**src/rtl/uart_tx_scheduler_if.sv**
```systemverilog
// Bundle of keyboard, host and transmitter signals for the UART TX scheduler.
// The slave modport is the scheduler itself; the master modport is whatever
// surrounds it (keyboard source, terminal host, UART transmitter).
//
// Handshake semantics:
//   kbd_valid  : one-cycle push pulse, no backpressure; bytes arriving when
//                the queue is full (and nothing leaves that cycle) are dropped.
//   host_valid : held with host_data stable until a cycle where host_valid and
//                host_ready are both 1; that rising edge is the transfer.
//   tx_start   : one-cycle pulse; tx_data stays stable until tx_busy has
//                risen and fallen again (or the busy wait times out).
interface uart_tx_scheduler_if #(
  parameter int FIFO_DEPTH = 4
);
  localparam int CW = $clog2(FIFO_DEPTH) + 1;

  logic          kbd_valid;
  logic [7:0]    kbd_data;
  logic          host_valid;
  logic [7:0]    host_data;
  logic          host_ready;
  logic          tx_start;
  logic [7:0]    tx_data;
  logic          tx_busy;
  logic          kbd_overflow;
  logic          tx_timeout;
  logic [CW-1:0] fifo_count;
  logic [1:0]    state;

  modport slave (
    input  kbd_valid, kbd_data, host_valid, host_data, tx_busy,
    output host_ready, tx_start, tx_data, kbd_overflow, tx_timeout,
           fifo_count, state
  );

  modport master (
    output kbd_valid, kbd_data, host_valid, host_data, tx_busy,
    input  host_ready, tx_start, tx_data, kbd_overflow, tx_timeout,
           fifo_count, state
  );
endinterface

```
**src/rtl/uart_tx_scheduler.sv**
```systemverilog
// UART TX scheduler: merges a buffered keyboard byte stream and a held
// host (terminal response) byte stream onto one UART transmitter, with
// round-robin arbitration, a busy-rise watchdog and sticky error flags.
// The FSM state is exported on bus.state (IDLE=0, LOAD=1, WAIT_BUSY=2,
// WAIT_DONE=3).
module uart_tx_scheduler #(
  parameter int FIFO_DEPTH   = 4,
  parameter int BUSY_TIMEOUT = 16
) (
  input  logic               clk,
  input  logic               rst,
  uart_tx_scheduler_if.slave bus
);

  localparam int AW = $clog2(FIFO_DEPTH);
  localparam int CW = AW + 1;
  localparam int TW = $clog2(BUSY_TIMEOUT + 1);

  typedef enum logic [1:0] {
    IDLE      = 2'd0,
    LOAD      = 2'd1,
    WAIT_BUSY = 2'd2,
    WAIT_DONE = 2'd3
  } state_t;

  state_t        state_q;
  state_t        state_d;

  // Keyboard FIFO storage and bookkeeping
  logic [7:0]    mem [FIFO_DEPTH];
  logic [AW-1:0] wr_ptr_q;
  logic [AW-1:0] rd_ptr_q;
  logic [CW-1:0] count_q;

  // 1 when the keyboard was granted last; reset value 0 lets keyboard win
  // the first tie.
  logic          last_kbd_q;

  logic [7:0]    tx_data_q;
  logic          tx_start_q;
  logic          overflow_q;
  logic          timeout_q;
  logic [TW-1:0] tmo_cnt_q;

  logic          fifo_empty;
  logic          fifo_full;
  logic          kbd_req;
  logic          host_req;
  logic          grant_kbd;
  logic          grant_host;
  logic          timeout_hit;
  logic          push;
  logic          pop;
  logic          push_ok;
  logic          drop;

  assign fifo_empty = (count_q == '0);
  assign fifo_full  = (count_q == CW'(FIFO_DEPTH));
  assign kbd_req    = !fifo_empty;
  assign host_req   = bus.host_valid;

  // Reset blocks both the push and the host handshake.
  assign push    = bus.kbd_valid && !rst;
  assign pop     = grant_kbd && !rst;
  // A push onto a full queue still fits when the head leaves the same cycle.
  assign push_ok = push && (!fifo_full || pop);
  assign drop    = push && fifo_full && !pop;

  // Next-state, grant and watchdog decisions
  always_comb begin
    state_d     = state_q;
    grant_kbd   = 1'b0;
    grant_host  = 1'b0;
    timeout_hit = 1'b0;
    case (state_q)
      IDLE: begin
        // Nothing is handed over while the transmitter still reports busy.
        if (!bus.tx_busy) begin
          if (kbd_req && (!host_req || !last_kbd_q)) begin
            grant_kbd = 1'b1;
          end else if (host_req) begin
            grant_host = 1'b1;
          end
          if (grant_kbd || grant_host) begin
            state_d = LOAD;
          end
        end
      end
      LOAD: begin
        state_d = WAIT_BUSY;
      end
      WAIT_BUSY: begin
        if (bus.tx_busy) begin
          state_d = WAIT_DONE;
        end else if (tmo_cnt_q == TW'(BUSY_TIMEOUT - 1)) begin
          timeout_hit = 1'b1;
          state_d     = IDLE;
        end
      end
      WAIT_DONE: begin
        // Returning to IDLE is the whole action; the next grant is made
        // from IDLE one cycle later at the earliest.
        if (!bus.tx_busy) begin
          state_d = IDLE;
        end
      end
      default: begin
        state_d = IDLE;
      end
    endcase
  end

  // FSM state register
  always_ff @(posedge clk) begin
    if (rst) begin
      state_q <= IDLE;
    end else begin
      state_q <= state_d;
    end
  end

  // FIFO storage write (contents need no reset; occupancy is tracked below)
  always_ff @(posedge clk) begin
    if (push_ok) begin
      mem[wr_ptr_q] <= bus.kbd_data;
    end
  end

  // FIFO pointers and occupancy; pointers wrap naturally at the power-of-two depth
  always_ff @(posedge clk) begin
    if (rst) begin
      wr_ptr_q <= '0;
      rd_ptr_q <= '0;
      count_q  <= '0;
    end else begin
      if (push_ok) begin
        wr_ptr_q <= wr_ptr_q + 1'b1;
      end
      if (pop) begin
        rd_ptr_q <= rd_ptr_q + 1'b1;
      end
      case ({push_ok, pop})
        2'b10:   count_q <= count_q + 1'b1;
        2'b01:   count_q <= count_q - 1'b1;
        default: count_q <= count_q;
      endcase
    end
  end

  // Transmit byte, start pulse and round-robin history
  always_ff @(posedge clk) begin
    if (rst) begin
      tx_start_q <= 1'b0;
      tx_data_q  <= 8'h00;
      last_kbd_q <= 1'b0;
    end else begin
      // The pulse is high exactly during the LOAD cycle.
      tx_start_q <= (state_d == LOAD);
      if (grant_kbd) begin
        tx_data_q  <= mem[rd_ptr_q];
        last_kbd_q <= 1'b1;
      end else if (grant_host) begin
        tx_data_q  <= bus.host_data;
        last_kbd_q <= 1'b0;
      end
    end
  end

  // Busy-rise watchdog counter and sticky error flags
  always_ff @(posedge clk) begin
    if (rst) begin
      tmo_cnt_q  <= '0;
      overflow_q <= 1'b0;
      timeout_q  <= 1'b0;
    end else begin
      if (state_q == LOAD) begin
        tmo_cnt_q <= '0;
      end else if (state_q == WAIT_BUSY && !bus.tx_busy && !timeout_hit) begin
        tmo_cnt_q <= tmo_cnt_q + 1'b1;
      end
      if (drop) begin
        overflow_q <= 1'b1;
      end
      if (timeout_hit) begin
        timeout_q <= 1'b1;
      end
    end
  end

  assign bus.host_ready   = grant_host && !rst;
  assign bus.tx_start     = tx_start_q;
  assign bus.tx_data      = tx_data_q;
  assign bus.kbd_overflow = overflow_q;
  assign bus.tx_timeout   = timeout_q;
  assign bus.fifo_count   = count_q;
  assign bus.state        = state_q;

endmodule

```
**src/flat_wrapper.sv**
```systemverilog
// flat-port wrapper written by rule: the top's interface ports become plain ports
module uart_tx_scheduler_flat 
#(
  parameter int FIFO_DEPTH   = 4,
  parameter int BUSY_TIMEOUT = 16
)
  (clk, rst, bus_kbd_valid, bus_kbd_data, bus_host_valid, bus_host_data, bus_tx_busy, bus_host_ready, bus_tx_start, bus_tx_data, bus_kbd_overflow, bus_tx_timeout, bus_fifo_count, bus_state);
  uart_tx_scheduler_if #(.FIFO_DEPTH(FIFO_DEPTH)) bus_i ();
  input  logic clk;
  input  logic rst;
  input wire logic [$bits(bus_i.kbd_valid)-1:0] bus_kbd_valid;
  input wire logic [$bits(bus_i.kbd_data)-1:0] bus_kbd_data;
  input wire logic [$bits(bus_i.host_valid)-1:0] bus_host_valid;
  input wire logic [$bits(bus_i.host_data)-1:0] bus_host_data;
  input wire logic [$bits(bus_i.tx_busy)-1:0] bus_tx_busy;
  output wire logic [$bits(bus_i.host_ready)-1:0] bus_host_ready;
  output wire logic [$bits(bus_i.tx_start)-1:0] bus_tx_start;
  output wire logic [$bits(bus_i.tx_data)-1:0] bus_tx_data;
  output wire logic [$bits(bus_i.kbd_overflow)-1:0] bus_kbd_overflow;
  output wire logic [$bits(bus_i.tx_timeout)-1:0] bus_tx_timeout;
  output wire logic [$bits(bus_i.fifo_count)-1:0] bus_fifo_count;
  output wire logic [$bits(bus_i.state)-1:0] bus_state;
  assign bus_i.kbd_valid = bus_kbd_valid;
  assign bus_i.kbd_data = bus_kbd_data;
  assign bus_i.host_valid = bus_host_valid;
  assign bus_i.host_data = bus_host_data;
  assign bus_i.tx_busy = bus_tx_busy;
  assign bus_host_ready = bus_i.host_ready;
  assign bus_tx_start = bus_i.tx_start;
  assign bus_tx_data = bus_i.tx_data;
  assign bus_kbd_overflow = bus_i.kbd_overflow;
  assign bus_tx_timeout = bus_i.tx_timeout;
  assign bus_fifo_count = bus_i.fifo_count;
  assign bus_state = bus_i.state;
  uart_tx_scheduler #(.FIFO_DEPTH(FIFO_DEPTH), .BUSY_TIMEOUT(BUSY_TIMEOUT)) u_core (.clk(clk), .rst(rst), .bus(bus_i));
endmodule
```
**config.mk**
```make
export PLATFORM = sky130hd
export DESIGN_NAME = uart_tx_scheduler_flat
export DESIGN_NICKNAME = d
export VERILOG_FILES = /design/src/rtl/uart_tx_scheduler_if.sv /design/src/rtl/uart_tx_scheduler.sv /design/src/flat_wrapper.sv
export SDC_FILE = /design/constraint.sdc
export NUM_CORES = 1
export LEC_CHECK = 0
export CAP_MARGIN = 5
export CORE_MARGIN = 2
export CORE_UTILIZATION = 57
export CTS_CLUSTER_SIZE = 14
export DETAILED_ROUTE_END_ITERATION = 8
export PLACE_DENSITY_LB_ADDON = 0.3
export SLEW_MARGIN = 20
export SYNTH_ARGS = -nofsm -noshare
export SYNTH_HDL_FRONTEND = slang
export SYNTH_SLANG_ARGS = --single-unit
export TNS_END_PERCENT = 30
```
**constraint.sdc**
```tcl
create_clock -name clk -period 3.9 [get_ports clk]
set_input_delay 0.78 -clock clk [delete_from_list [all_inputs] [get_ports clk]]
set_output_delay 0.78 -clock clk [all_outputs]
set_load 0.05 [all_outputs]
```
Word-level counts from Yosys, hierarchy flattened
Memories as Yosys holds them, arrays and structs flattened. A register that Yosys moved wholly into a read port is not among the register bits.
Cells that the tools add are included.
{"block": "word_totals", "inputBits": 21, "memories": 1, "ff_bits": 26, "ramBits": 32}
{"memory": "u_core.mem", "depth": 4, "width": 8, "read_ports": 1, "rd_ports_with_merged_regs": 1, "write_ports": 1, "line": "uart_tx_scheduler.sv:30", "text": "logic [7:0] mem [FIFO_DEPTH];"}
{"block": "op_classes", "add_sub_neg": 5, "n_reduce_logical": 25, "mux": 29, "eq_ne": 8}
{"operator": "1-bit 2-to-1 mux", "n": 18}
{"operator": "8-bit 2-to-1 mux", "n": 2}
{"operator": "2-bit 2-to-1 mux", "n": 7}
{"operator": "1-bit logical AND", "n": 9}
{"operator": "1-bit logical NOT", "n": 8}
{"operator": "2-bit one-hot mux with 4 select lines", "n": 1}
{"operator": "2-bit by 1-bit == test with 1-bit output (second input constant)", "n": 3}
{"operator": "2-bit == test (second input constant)", "n": 3}
{"operator": "3-bit one-hot mux with 2 select lines", "n": 1}
{"operator": "5-bit by 1-bit adder with 5-bit output (second input constant)", "n": 1}
{"operator": "5-bit by 4-bit == test with 1-bit output (second input constant)", "n": 1}
{"operator": "2-bit by 1-bit adder with 2-bit output (second input constant)", "n": 2}
{"operator": "2-bit nonzero test", "n": 2}
{"operator": "3-bit by 1-bit adder with 3-bit output (second input constant)", "n": 1}
{"operator": "3-bit == test (second input constant)", "n": 1}
{"operator": "3-bit logical NOT", "n": 1}
{"operator": "1-bit logical OR", "n": 3}
{"operator": "3-bit by 1-bit subtractor with 3-bit output (second input constant)", "n": 1}
{"operator": "2-bit logical NOT", "n": 1}
{"operator": "2-bit OR reduction", "n": 1}

Longest topological paths before layout
Gate-level depths: netlist of run 1.
{"block": "logic_depth", "word_depth": 13, "ltp_mapped": 9, "depth_no_buf": 8}

Worst setup path after synthesis of run 1
Ideal clock, no wire load.
{"block": "synth_path", "kind": "input port to flip-flop", "start": "input port bus_tx_busy", "end": "register u_core.count_q[2] (netlist: u_core.bus.fifo_count[2])", "cell_stages": 9, "arrival_time_ps": 2795, "setup_time_ps": 71, "n_path_buf": 1, "path_slack_ps": 1035, "path_cell_list": "buf_6 a2111o_1 a311oi_2 inv_2 ha_1 fa_1 xnor2_1 or3_1 a21oi_1"}
{"block": "synth_between", "elab_chain_cells": 7, "elab_cells_between_ends": 9, "cone_classes": "eq/ne: 2; mux: 3; reduce/logical: 4"}
{"item": "from (decl)", "line": "flat_wrapper.sv:15", "text": "input wire logic [$bits(bus_i.tx_busy)-1:0] bus_tx_busy;"}
{"item": "1-bit 2-to-1 mux (*)", "line": "uart_tx_scheduler.sv:78", "text": "if (!bus.tx_busy) begin"}
{"item": "1-bit 2-to-1 mux (*)", "line": "uart_tx_scheduler.sv:75", "text": "case (state_q)"}
{"item": "1-bit logical AND (*)", "line": "uart_tx_scheduler.sv:64", "text": "assign pop = grant_kbd && !rst;"}
{"item": "1-bit logical OR", "line": "uart_tx_scheduler.sv:66", "text": "assign push_ok = push && (!fifo_full || pop);"}
{"item": "1-bit logical AND", "line": "uart_tx_scheduler.sv:66"}
{"item": "2-bit by 1-bit == test with 1-bit output or 2-bit == test (tied branches)", "line": "uart_tx_scheduler.sv:142", "text": "case ({push_ok, pop})"}
{"item": "3-bit one-hot mux with 2 select lines or 2-bit nonzero test (tied branches)"}
{"item": "to (signal assigned)", "line": "uart_tx_scheduler.sv:143", "text": "2'b10: count_q <= count_q + 1'b1;"}
{"item": "to (signal assigned)", "line": "uart_tx_scheduler.sv:144", "text": "2'b01: count_q <= count_q - 1'b1;"}
{"item": "to (signal assigned)", "line": "uart_tx_scheduler.sv:145", "text": "default: count_q <= count_q;"}
{"item": "to (decl)", "line": "uart_tx_scheduler.sv:33", "text": "logic [CW-1:0] count_q;"}
Mark *: on every way between the ends. The rest lies on a longest branch, timed or not.
A chain may end at the register's enable or synchronous reset.

Worst setup path after layout of run 1
{"block": "layout_path", "start": "input port bus_host_valid", "end": "register u_core.count_q[2] (netlist: u_core.bus.fifo_count[2])"}
{"block": "layout_between", "elab_chain_cells": 13, "elab_cells_between_ends": 15, "cone_classes": "eq/ne: 2; mux: 6; reduce/logical: 7"}
{"item": "from (decl)", "line": "flat_wrapper.sv:13", "text": "input wire logic [$bits(bus_i.host_valid)-1:0] bus_host_valid;"}
{"item": "1-bit logical NOT (*)", "line": "uart_tx_scheduler.sv:79", "text": "if (kbd_req && (!host_req || !last_kbd_q)) begin"}
{"item": "1-bit logical OR (*)", "line": "uart_tx_scheduler.sv:79"}
{"item": "1-bit logical AND (*)", "line": "uart_tx_scheduler.sv:79"}
{"item": "1-bit 2-to-1 mux (*)", "line": "uart_tx_scheduler.sv:79"}
{"item": "1-bit 2-to-1 mux (*)", "line": "uart_tx_scheduler.sv:78"}
{"item": "1-bit 2-to-1 mux (*)", "line": "uart_tx_scheduler.sv:75"}
{"item": "1-bit 2-to-1 mux (*)", "line": "uart_tx_scheduler.sv:78"}
{"item": "1-bit 2-to-1 mux (*)", "line": "uart_tx_scheduler.sv:75"}
{"item": "1-bit logical AND (*)", "line": "uart_tx_scheduler.sv:64"}
{"item": "1-bit logical OR", "line": "uart_tx_scheduler.sv:66"}
{"item": "1-bit logical AND", "line": "uart_tx_scheduler.sv:66"}
{"item": "2-bit by 1-bit == test with 1-bit output or 2-bit == test (tied branches)", "line": "uart_tx_scheduler.sv:142"}
{"item": "3-bit one-hot mux with 2 select lines or 2-bit nonzero test (tied branches)"}
Mark *: on every way between the ends. The rest lies on a longest branch, timed or not. The select of a mux whose other input is x is not followed.

==> impl_metrics.tcl, run 1 <==
set metrics [dict create \
    slowest_stage "clkdlybuf4s50_1" \
    h-tree-depth 3 \
    synth.area.mux_share_pct 8.78 \
    seq_area_frac_synth_pct 59.0 \
    end_kind "flop" \
    wl_per_cell_um 15.7 \
    worst_pin_slew_ns 0.878 \
    power.switching_mw 0.442 \
    maxCapViolations 0 \
    antenna_found_initial 0 \
    grt_use_total_pct 20.6 \
    ir_worst_vdd_uv 353 \
    crit_type "input port to flop" \
    cts_buffer_depth 2 \
    start_util_pct 59.2 \
    crit_fanout 8 \
    synth.distinct_cells 43 \
    cts_buffers 9 \
    synth_area_um2 2580 \
    dp_slack_ns 0.303 \
    synth-simple-area-share_pct 13.0 \
    start_kind "input port" \
    combinationalPowerShare_pct 16.9 \
    setup_viol 0 \
    synth_top_family_by_area "simple AND/OR/NAND/NOR gates" \
    layout_common_cells "36 x clkdlybuf4s50_1, 32 x edfxtp_1, 28 x dfxtp_1" \
    seq_power_share_pct 43.8 \
    cts_resized 0 \
    fmax_mhz 305 \
    clkLatencyLatePin_ns 0.34 \
    grt_pass1_vias 1698 \
    diodes 0 \
    cpLargestDelayFamily "compound AO/OA/AOI/OAI gates" \
    slowest_delay_ns 0.51 \
    grt_use_met3_pct 7.74 \
    clock_skew_ns 0.00741 \
    ys_warn_count 0 \
    io_buffers 37 \
    tns_ns 0 \
    p_int_mw 1.24 \
    pin_count 38 \
    mostFrequentLayoutCell "clkdlybuf4s50_1" \
    p_leak_nw 1.10 \
    rsz0062_at_grt "no" \
    fin_nets 270 \
    grt_pass1_wl_um 7870 \
    min_path_type "flop to flop" \
    worst-r2r-setup-slack_ns 1.19 \
    grt-ovfl-total 0 \
    core_area_um2 4350 \
    final_util_pct 73.9 \
    reg2reg_from "u_core.bus.state[1]" \
    critPathBufInv 2 \
    grt-busiest-layer "met2" \
    grt_max_degree 17 \
    postCtsSetupBuffers 0 \
    fin_ws_ns 0.617 \
    grt.met1_usage_pct 27.0 \
    period_share_pct 84.2 \
    layout-drive-gt1-share_pct 13.8 \
    synthXorXnorAreaFrac_pct 1.02 \
    drc_errors 0 \
    dp_hpwl_um 3280 \
    clk_pin_slew_ns 0.07 \
    synth_compound_area_share_pct 10.3 \
    p_clk_share_pct 39.3 \
    drtAntennaViolNets 0 \
    die_x_um 71.3 \
    syn_nets 231 \
    firstDrtPassIters 4 \
    die_area_um2 5080 \
    yosys.area.top_type "edfxtp_1" \
    initialDrtViolationCount 118 \
    clock-root-buffer "clkbuf_8" \
    yosys-top-cells-area "edfxtp_1 37%, dfxtp_1 22%, mux4_2 7.0%, a21oi_1 3.5%, ha_1 3.4%" \
    cts.sinks 60 \
    crit_chain "clkdlybuf4s50_1, a2111o_1, a311oi_2, inv_2, ha_1, fa_1, xnor2_1, or3_1, a21oi_1" \
    hold_violations 0 \
    met2_usage_pct 32.2 \
    netlist_instances 202 \
    min_from "u_core.bus.kbd_overflow" \
    critPathRequiredTime_ns 4.17 \
    slew-limit-headroom_pct 41.0 \
    place.gp.congestion 0.810 \
    avgSynthCellArea_um2 12.8 \
    status "complete, no violations" \
    p_per_area_nw_per_um2 524 \
    avgViaCountPerCell 5.78 \
    via_count 1722 \
    rows 24 \
    post-route-min-period_ns 3.28 \
    die_y_um 71.3 \
    synth-adder-area-share_pct 4.17 \
    arrival_ns 3.55 \
    holdBufCountCts 0 \
    crit_start "bus_host_valid" \
    netlist.area_leader.share_pct 37.3 \
    syn2layout_area_growth_pct 24.7 \
    switching_share_pct 26.3 \
    synth-seq-cells 60 \
    wirelength_um 4690 \
    finalMaxSlewViolations 0 \
    cts_tree "yes" \
]
==> per-layer routing <==
layer  share of wire, %  up-vias
met2                 49       52
met3                5.1        7
met4                1.3        0
met5                  0        -
met1                 44      822
li1                   -      841
==> flip-flops by register name, indices dropped and copies added, names as in the netlist, 2 cells and up, named ones only <==
signal and count:
u_core.bus.fifo_count 3, u_core.bus.state 2, u_core.bus.tx_data 8, u_core.mem 32, u_core.rd_ptr_q 2, u_core.tmo_cnt_q 5, u_core.wr_ptr_q 2
==> worst min-delay path, cell delays in order (launching register included) <==
cell and delay [ns]:
dfxtp_1 0.32, inv_1 0.05, a21oi_1 0.05
==> per-stage QoR <==
stage	power (mW)	instances	hold slack [ns]	area [um2]
detailed placement	1.04	282	0.443	2980
global route	1.75	298	0.479	3220
CTS	1.70	298	0.454	3220
floorplan	0.946	202	0.454	2580
finish	1.68	298	0.456	3220
global placement	1.03	282	0.433	2980
==> synthesized netlist by cell type <==
cell type	n
mux2i_1	2
or4b_1	1
nand2b_1	3
xnor2_1	2
a211oi_1	5
inv_1	6
xor2_1	1
buf_6	3
mux4_2	8
o2111ai_1	1
nand2_1	6
buf_2	2
or4_4	1
nor3b_1	3
or3_4	1
o31ai_1	1
a21oi_1	18
nand3_1	6
nand4_1	1
or4_1	1
or3_1	4
mux2_4	1
edfxtp_1	32
and2_1	6
ha_1	7
a311oi_2	1
a311oi_1	5
and3_1	2
nor3_1	2
mux2_2	1
nor4b_1	1
nor4_1	4
buf_1	1
o21ai_0	9
inv_2	1
nor2_1	11
clkbuf_1	6
nor2b_1	4
a2111o_1	1
dfxtp_1	28
fa_1	1
nor3_2	1
a31oi_1	1
==> layout make-up <==
cell class              instances  area [um2]
multi-input cells             123         961
inverters                       7        26.3
well taps                      52        65.1
repair buffers                 40         403
clock inverters                 7         115
flip-flops and latches         60        1520
fillers                       317        1140
clock buffers                   9         124
==> final timing paths <==
check	depth (start not counted)	to
setup / recovery	9	u_core.bus.fifo_count[2]
hold / removal	2	u_core.bus.kbd_overflow
setup reg to reg	8	u_core.bus.fifo_count[2]
hold reg to reg	2	u_core.bus.kbd_overflow
==> power groups by stage <==
stage / clock [mW] / sequential, mW / combinational, mW
2_1_floorplan: 0 / 0.800 / 0.146
3_3_place_gp: 0 / 0.750 / 0.281
3_5_place_dp: 0 / 0.752 / 0.286
4_1_cts: 0.673 / 0.738 / 0.287
5_1_grt: 0.696 / 0.744 / 0.309
6_report: 0.662 / 0.738 / 0.285
==> kinds of logic after synthesis <==
kind of cell               Yosys count
DFF                                 60
and+or+nand+nor                     58
AOI/OAI and AO/OA                   42
buffers and inverters               19
muxes                               12
adders and majority gates            8
xor gates and xnor gates             3
(Power assumes the default switching activity.)
==> inputs of run 2 (changes only) <==
--- a/config.mk
+++ b/config.mk
@@ -7,7 +7,7 @@
 export LEC_CHECK = 0
 export CAP_MARGIN = 5
 export CORE_MARGIN = 2
-export CORE_UTILIZATION = 57
+export CORE_UTILIZATION = 48
 export CTS_CLUSTER_SIZE = 14
 export DETAILED_ROUTE_END_ITERATION = 8
 export PLACE_DENSITY_LB_ADDON = 0.3
==> constraint.sdc (replaced) <==
create_clock -name clk -period 2.9 [get_ports clk]
set_input_delay 0.58 -clock clk [delete_from_list [all_inputs] [get_ports clk]]
set_output_delay 0.58 -clock clk [all_outputs]
set_load 0.05 [all_outputs]
==> run 2 against run 1 <==
  * Worst setup slack worse by 0.47 ns
  * Highest routed layer unchanged
  * Die area rose by 18%
  * Worst hold slack worse by 0.012 ns
  * Cell count rose by 12%
  * Global-route usage is 2.8 points lower
  * Flip-flop and latch count is the same
  * Clock-buffer cell count up 1
  * Critical path type unchanged
  * Total power up 27%
  * Clock power grew 9.2%
  * Sequential share of layout area decreased by 1.5 points
  * Non-clock buffer count up 17
==> impl_metrics.tcl, run 2 (synthesis results as in run 1) <==
set metrics [dict create \
    h-tree-depth 3 \
    avgViaCountPerCell 5.36 \
    largest_register "u_core.mem" \
    rsz0062_at_grt "no" \
    start_kind "input port" \
    period_share_pct 95.0 \
    hold_violations 0 \
    nFillCells 430 \
    slew-limit-headroom_pct 61.7 \
    grt_max_degree 20 \
    cts_resized 0 \
    p_int_mw 1.52 \
    p_clk_share_pct 33.9 \
    grt-ovfl-total 0 \
    place.gp.congestion 0.805 \
    diodes 0 \
    drc_errors 0 \
    cts_tree "yes" \
    hold_end "u_core.bus.kbd_overflow" \
    wirelength_um 4950 \
    die_area_um2 5970 \
    reg2reg_from "u_core.bus.state[1]" \
    finalMaxSlewViolations 0 \
    via_count 1784 \
    largest_reg_flops 32 \
    stdcell_area_um2 3320 \
    p_per_area_nw_per_um2 642 \
    core_area_um2 5140 \
    r2r_end "u_core.bus.fifo_count[2]" \
    firstDrtPassIters 4 \
    crit_type "input port to flop" \
    die_x_um 77.3 \
    arrival_ns 3.03 \
    fmax_mhz 363 \
    hold_depth 2 \
    min_path_type "flop to flop" \
    grt_use_total_pct 17.8 \
    rows 26 \
    io_buffers 37 \
    clock-root-buffer "clkbuf_8" \
    start_util_pct 50.2 \
    clk_pin_slew_ns 0.07 \
    power.switching_mw 0.608 \
    clkLatencyLatePin_ns 0.34 \
    switching_share_pct 28.5 \
    syn2layout_area_growth_pct 28.7 \
    crit_start "bus_host_valid" \
    dp_slack_ns -0.236 \
    combinationalPowerShare_pct 19.6 \
    dpl_cell_area_um2 3120 \
    wl_per_cell_um 14.9 \
    grt_pass1_wl_um 8050 \
    cts_buffers 9 \
    die_y_um 77.3 \
    fin_ws_ns 0.144 \
    drtAntennaViolNets 0 \
    worst-r2r-setup-slack_ns 0.42 \
    rr_worst_depth 8 \
    status "complete, no violations" \
    post-route-min-period_ns 2.76 \
    p_leak_nw 1.16 \
    crit_fanout 2 \
    antenna_found_initial 0 \
    cts_buffer_depth 2 \
    layout-drive-gt1-share_pct 19.0 \
    end_kind "flop" \
    initialDrtViolationCount 120 \
    critPathRequiredTime_ns 3.17 \
    worst_pin_slew_ns 0.571 \
    pin_count 38 \
    cts.sinks 60 \
    min_from "u_core.bus.kbd_overflow" \
    setup_viol 0 \
    seq_power_share_pct 46.5 \
    fin_nets 287 \
    layout_common_cells "36 x clkdlybuf4s50_1, 32 x edfxtp_1, 28 x dfxtp_1" \
    dp_hpwl_um 3460 \
    grt_pass1_vias 1729 \
    clock_skew_ns 0.00662 \
    mostFrequentLayoutCell "clkdlybuf4s50_1" \
    maxCapViolations 0 \
    ir_worst_vdd_uv 320 \
]
[run 2: cell types whose count changed in the layout (fill, tap and decap cells not counted), sizes merged]
cell / before / now
buf: 4 / 21
clkbuf: 9 / 10
clkinv: 3 / 2
bufinv: 3 / 1
clkinvlp: 1 / 3
[run 2: power by group through the flow]
stage               Clock [mW]  Combinational (mW)  Sequential (mW)
finish                   0.723               0.417            0.992
global route             0.771               0.448            0.999
CTS                      0.742               0.419            0.993
detailed placement           0               0.416             1.01
global placement             0               0.410             1.01
floorplan                    0               0.196             1.08
[run 2: final cells by class]
type / instances / area (um2) / share of cell area (%)
flip-flops and latches: 60 / 1520 / 45.8
multi-input cells: 123 / 961 / 28.9
repair buffers: 57 / 531 / 16.0
clock buffers: 10 / 128 / 3.84
well taps: 70 / 87.6 / 2.64
clock inverters: 6 / 65.1 / 1.96
inverters: 7 / 26.3 / 0.792
[run 2: routing by layer]
layer  global-route usage, %  vias to the layer above  wire (um)  share of wire, %
li1                        -                      877          -                 -
met1                    21.0                      854       2150                43
met2                    29.5                       42       2480                50
met3                    6.12                       11        247               5.0
met4                    7.86                        0         79               1.6
met5                       0                        -          0                 0
[run 2: stage by stage]
stage / utilization (%) / TNS (ns) / total power, mW / hold slack [ns] / instances
after floorplan: - / 0 / 1.27 / 0.454 / 202
after global placement: 60.7 / -0.158 / 1.42 / 0.435 / 316
after detailed placement: 60.7 / -0.236 / 1.43 / 0.439 / 316
after CTS: 64.4 / 0 / 2.15 / 0.449 / 332
after global routing: 64.6 / 0 / 2.22 / 0.481 / 333
final: 64.6 / 0 / 2.13 / 0.444 / 333
[run 2: worst max-delay path by stage]
| stage | endpoint | slack [ns] | depth (start not counted) |
|---|---|---|---|
| finish | u_core.bus.fifo_count[2] | 0.14 | 9 |
| detailed placement | u_core.bus.fifo_count[2] | -0.24 | 9 |
| global route | u_core.bus.fifo_count[2] | 0.005 | 9 |
| CTS | u_core.bus.fifo_count[2] | 0.12 | 9 |
| global placement | u_core.bus.fifo_count[2] | -0.16 | 9 |
| floorplan | u_core.bus.fifo_count[2] | 0.15 | 9 |
[run 2: what timing repair did]
item | 4_1_cts | 5_1_grt
setup buffers | 0 | 1
setup endpoints to repair | 0 | 1
hold buffers | 0 | 0
hold endpoints to repair | 0 | 0
[run 2: worst max-delay path, stage by stage]
cell and delay [ns]:
clkdlybuf4s50_1 0.43, a2111o_1 0.44, a311oi_2 0.31, inv_2 0.07, ha_1 0.22, fa_1 0.39
xnor2_1 0.15, or3_1 0.31, a21oi_1 0.14
==> inputs of run 3 (changes only) <==
--- a/config.mk
+++ b/config.mk
@@ -6,8 +6,10 @@
 export NUM_CORES = 1
 export LEC_CHECK = 0
 export CAP_MARGIN = 5
+export CORE_ASPECT_RATIO = 1.5
 export CORE_MARGIN = 2
 export CORE_UTILIZATION = 48
+export CTS_BUF_LIST = sky130_fd_sc_hd__clkbuf_16
 export CTS_CLUSTER_SIZE = 14
 export DETAILED_ROUTE_END_ITERATION = 8
 export PLACE_DENSITY_LB_ADDON = 0.3
==> run 3 against run 2 <==
  * Via count grew 0.39%
  * Highest routed layer unchanged
  * Clock skew decreased by 0.0031 ns
  * First-iteration DRC count down 44%
  * Worst setup slack worse by 0.028 ns
==> impl_metrics.tcl, run 3 (synthesis results as in run 1) <==
set metrics [dict create \
    reg2reg_from "u_core.bus.state[0]" \
    crit_fanout 2 \
    worst_pin_slew_ns 0.561 \
    avgViaCountPerCell 5.39 \
    grt-ovfl-total 0 \
    ir_worst_vdd_uv 570 \
    slew-limit-headroom_pct 62.4 \
    die_area_um2 5990 \
    cts_resized 0 \
    fmax_mhz 359 \
    grt_use_total_pct 19.1 \
    crit_chain "clkdlybuf4s50_1, a2111o_1, a311oi_2, inv_2, ha_1, fa_1, xnor2_1, or3_1, a21oi_1" \
    post-route-min-period_ns 2.78 \
    drtAntennaViolNets 0 \
    fin_ws_ns 0.116 \
    p_per_area_nw_per_um2 696 \
    start_util_pct 49.9 \
    maxCapViolations 0 \
    min_path_type "flop to flop" \
    status "complete, no violations" \
    layout.area.seq_um2 1520 \
    die_x_um 63.8 \
    via_count 1791 \
    grt_max_degree 17 \
    pin_count 38 \
    final_util_pct 66.0 \
    wl_per_cell_um 15.1 \
    grt_pass1_wl_um 8630 \
    start_kind "input port" \
    largest_reg_flops 32 \
    nFillCells 393 \
    drc_errors 0 \
    worst-r2r-setup-slack_ns 0.44 \
    antenna_found_initial 0 \
    dpl_cell_area_um2 3120 \
    initialDrtViolationCount 67 \
    syn2layout_area_growth_pct 32.2 \
    dp.cells 315 \
    end_kind "flop" \
    critPathRequiredTime_ns 3.15 \
    h-tree-depth 3 \
    crit_type "input port to flop" \
    die_y_um 93.8 \
    clock_skew_ns 0.00348 \
    cts.sinks 60 \
    arrival_ns 3.04 \
    period_share_pct 96.0 \
    mostFrequentLayoutCell "clkdlybuf4s50_1" \
    largest_register "u_core.mem" \
    crit_start "bus_host_valid" \
    place.gp.congestion 0.788 \
    cts_buffers 9 \
    clk_pin_slew_ns 0.05 \
    whs_ns 0.444 \
    r2r_end "u_core.bus.fifo_count[2]" \
    cp.depth 9 \
    slowest_stage "a2111o_1" \
    endpoint "u_core.bus.fifo_count[2]" \
    critPathBufInv 2 \
    slowest_delay_ns 0.43 \
    p_total_mw 2.37 \
    diodes 0 \
    clock-root-buffer "clkbuf_16" \
    holdBufCountCts 0 \
    cts_buffer_depth 2 \
    rows 32 \
    grt_pass1_vias 1871 \
    dp_hpwl_um 3530 \
    multi_input_area_um2 961 \
    layout-drive-gt1-share_pct 20.1 \
    wirelength_um 5000 \
    hold_violations 0 \
    stdcell_area_um2 3410 \
    fin_nets 288 \
    tns_ns 0 \
    setup_viol 0 \
    finalMaxSlewViolations 0 \
    core_area_um2 5160 \
    clkLatencyLatePin_ns 0.32 \
    firstDrtPassIters 4 \
    dp_slack_ns -0.170 \
    postCtsSetupBuffers 0 \
    layout_common_cells "36 x clkdlybuf4s50_1, 32 x edfxtp_1, 28 x dfxtp_1" \
    io_buffers 37 \
    rr_worst_depth 8 \
    fin_cells 332 \
    cts_tree "yes" \
    p_leak_nw 1.21 \
    cpLargestDelayFamily "compound AO/OA/AOI/OAI gates" \
]
==> run 3: power by group <==
part           internal [mW]  switching (mW)  total, mW  leakage, nW
combinational          0.184           0.236      0.420        0.557
sequential             0.948          0.0431      0.991        0.519
clock                  0.581           0.380      0.960        0.132
==> run 3: final cells by class <==
type,instances,area share [%]
inverters,7,0.771
clock inverters,7,1.51
multi-input cells,123,28.2
clock buffers,9,6.61
repair buffers,58,15.8
well taps,68,2.50
flip-flops and latches,60,44.6
==> run 3: how the worst min path moves through the flow <==
stage	startpoint	to	slack, ns	cells after the start
3_5_place_dp	u_core.bus.kbd_overflow	u_core.bus.kbd_overflow	0.44	2
5_1_grt	u_core.bus.kbd_overflow	u_core.bus.kbd_overflow	0.47	2
4_1_cts	u_core.bus.kbd_overflow	u_core.bus.kbd_overflow	0.45	2
2_1_floorplan	u_core.tmo_cnt_q[1]	u_core.tmo_cnt_q[1]	0.45	2
3_3_place_gp	u_core.bus.kbd_overflow	u_core.bus.kbd_overflow	0.44	2
6_report	u_core.bus.kbd_overflow	u_core.bus.kbd_overflow	0.44	2
==> run 3: worst reg2reg max path: stages, from the launching register on <==
cell and delay [ns]:
dfxtp_1 0.40, a2111o_1 0.39, a311oi_2 0.33, inv_2 0.09
ha_1 0.23, fa_1 0.38, xnor2_1 0.14, or3_1 0.30
a21oi_1 0.14
==> run 3: routing by layer <==
metal	vias up	part of all wire, %	global-route usage [%]
met3	5	2.8	4.68
met1	868	40	21.3
met5	-	0	0
li1	881	-	-
met2	37	56	34.4
met4	0	1.1	7.61
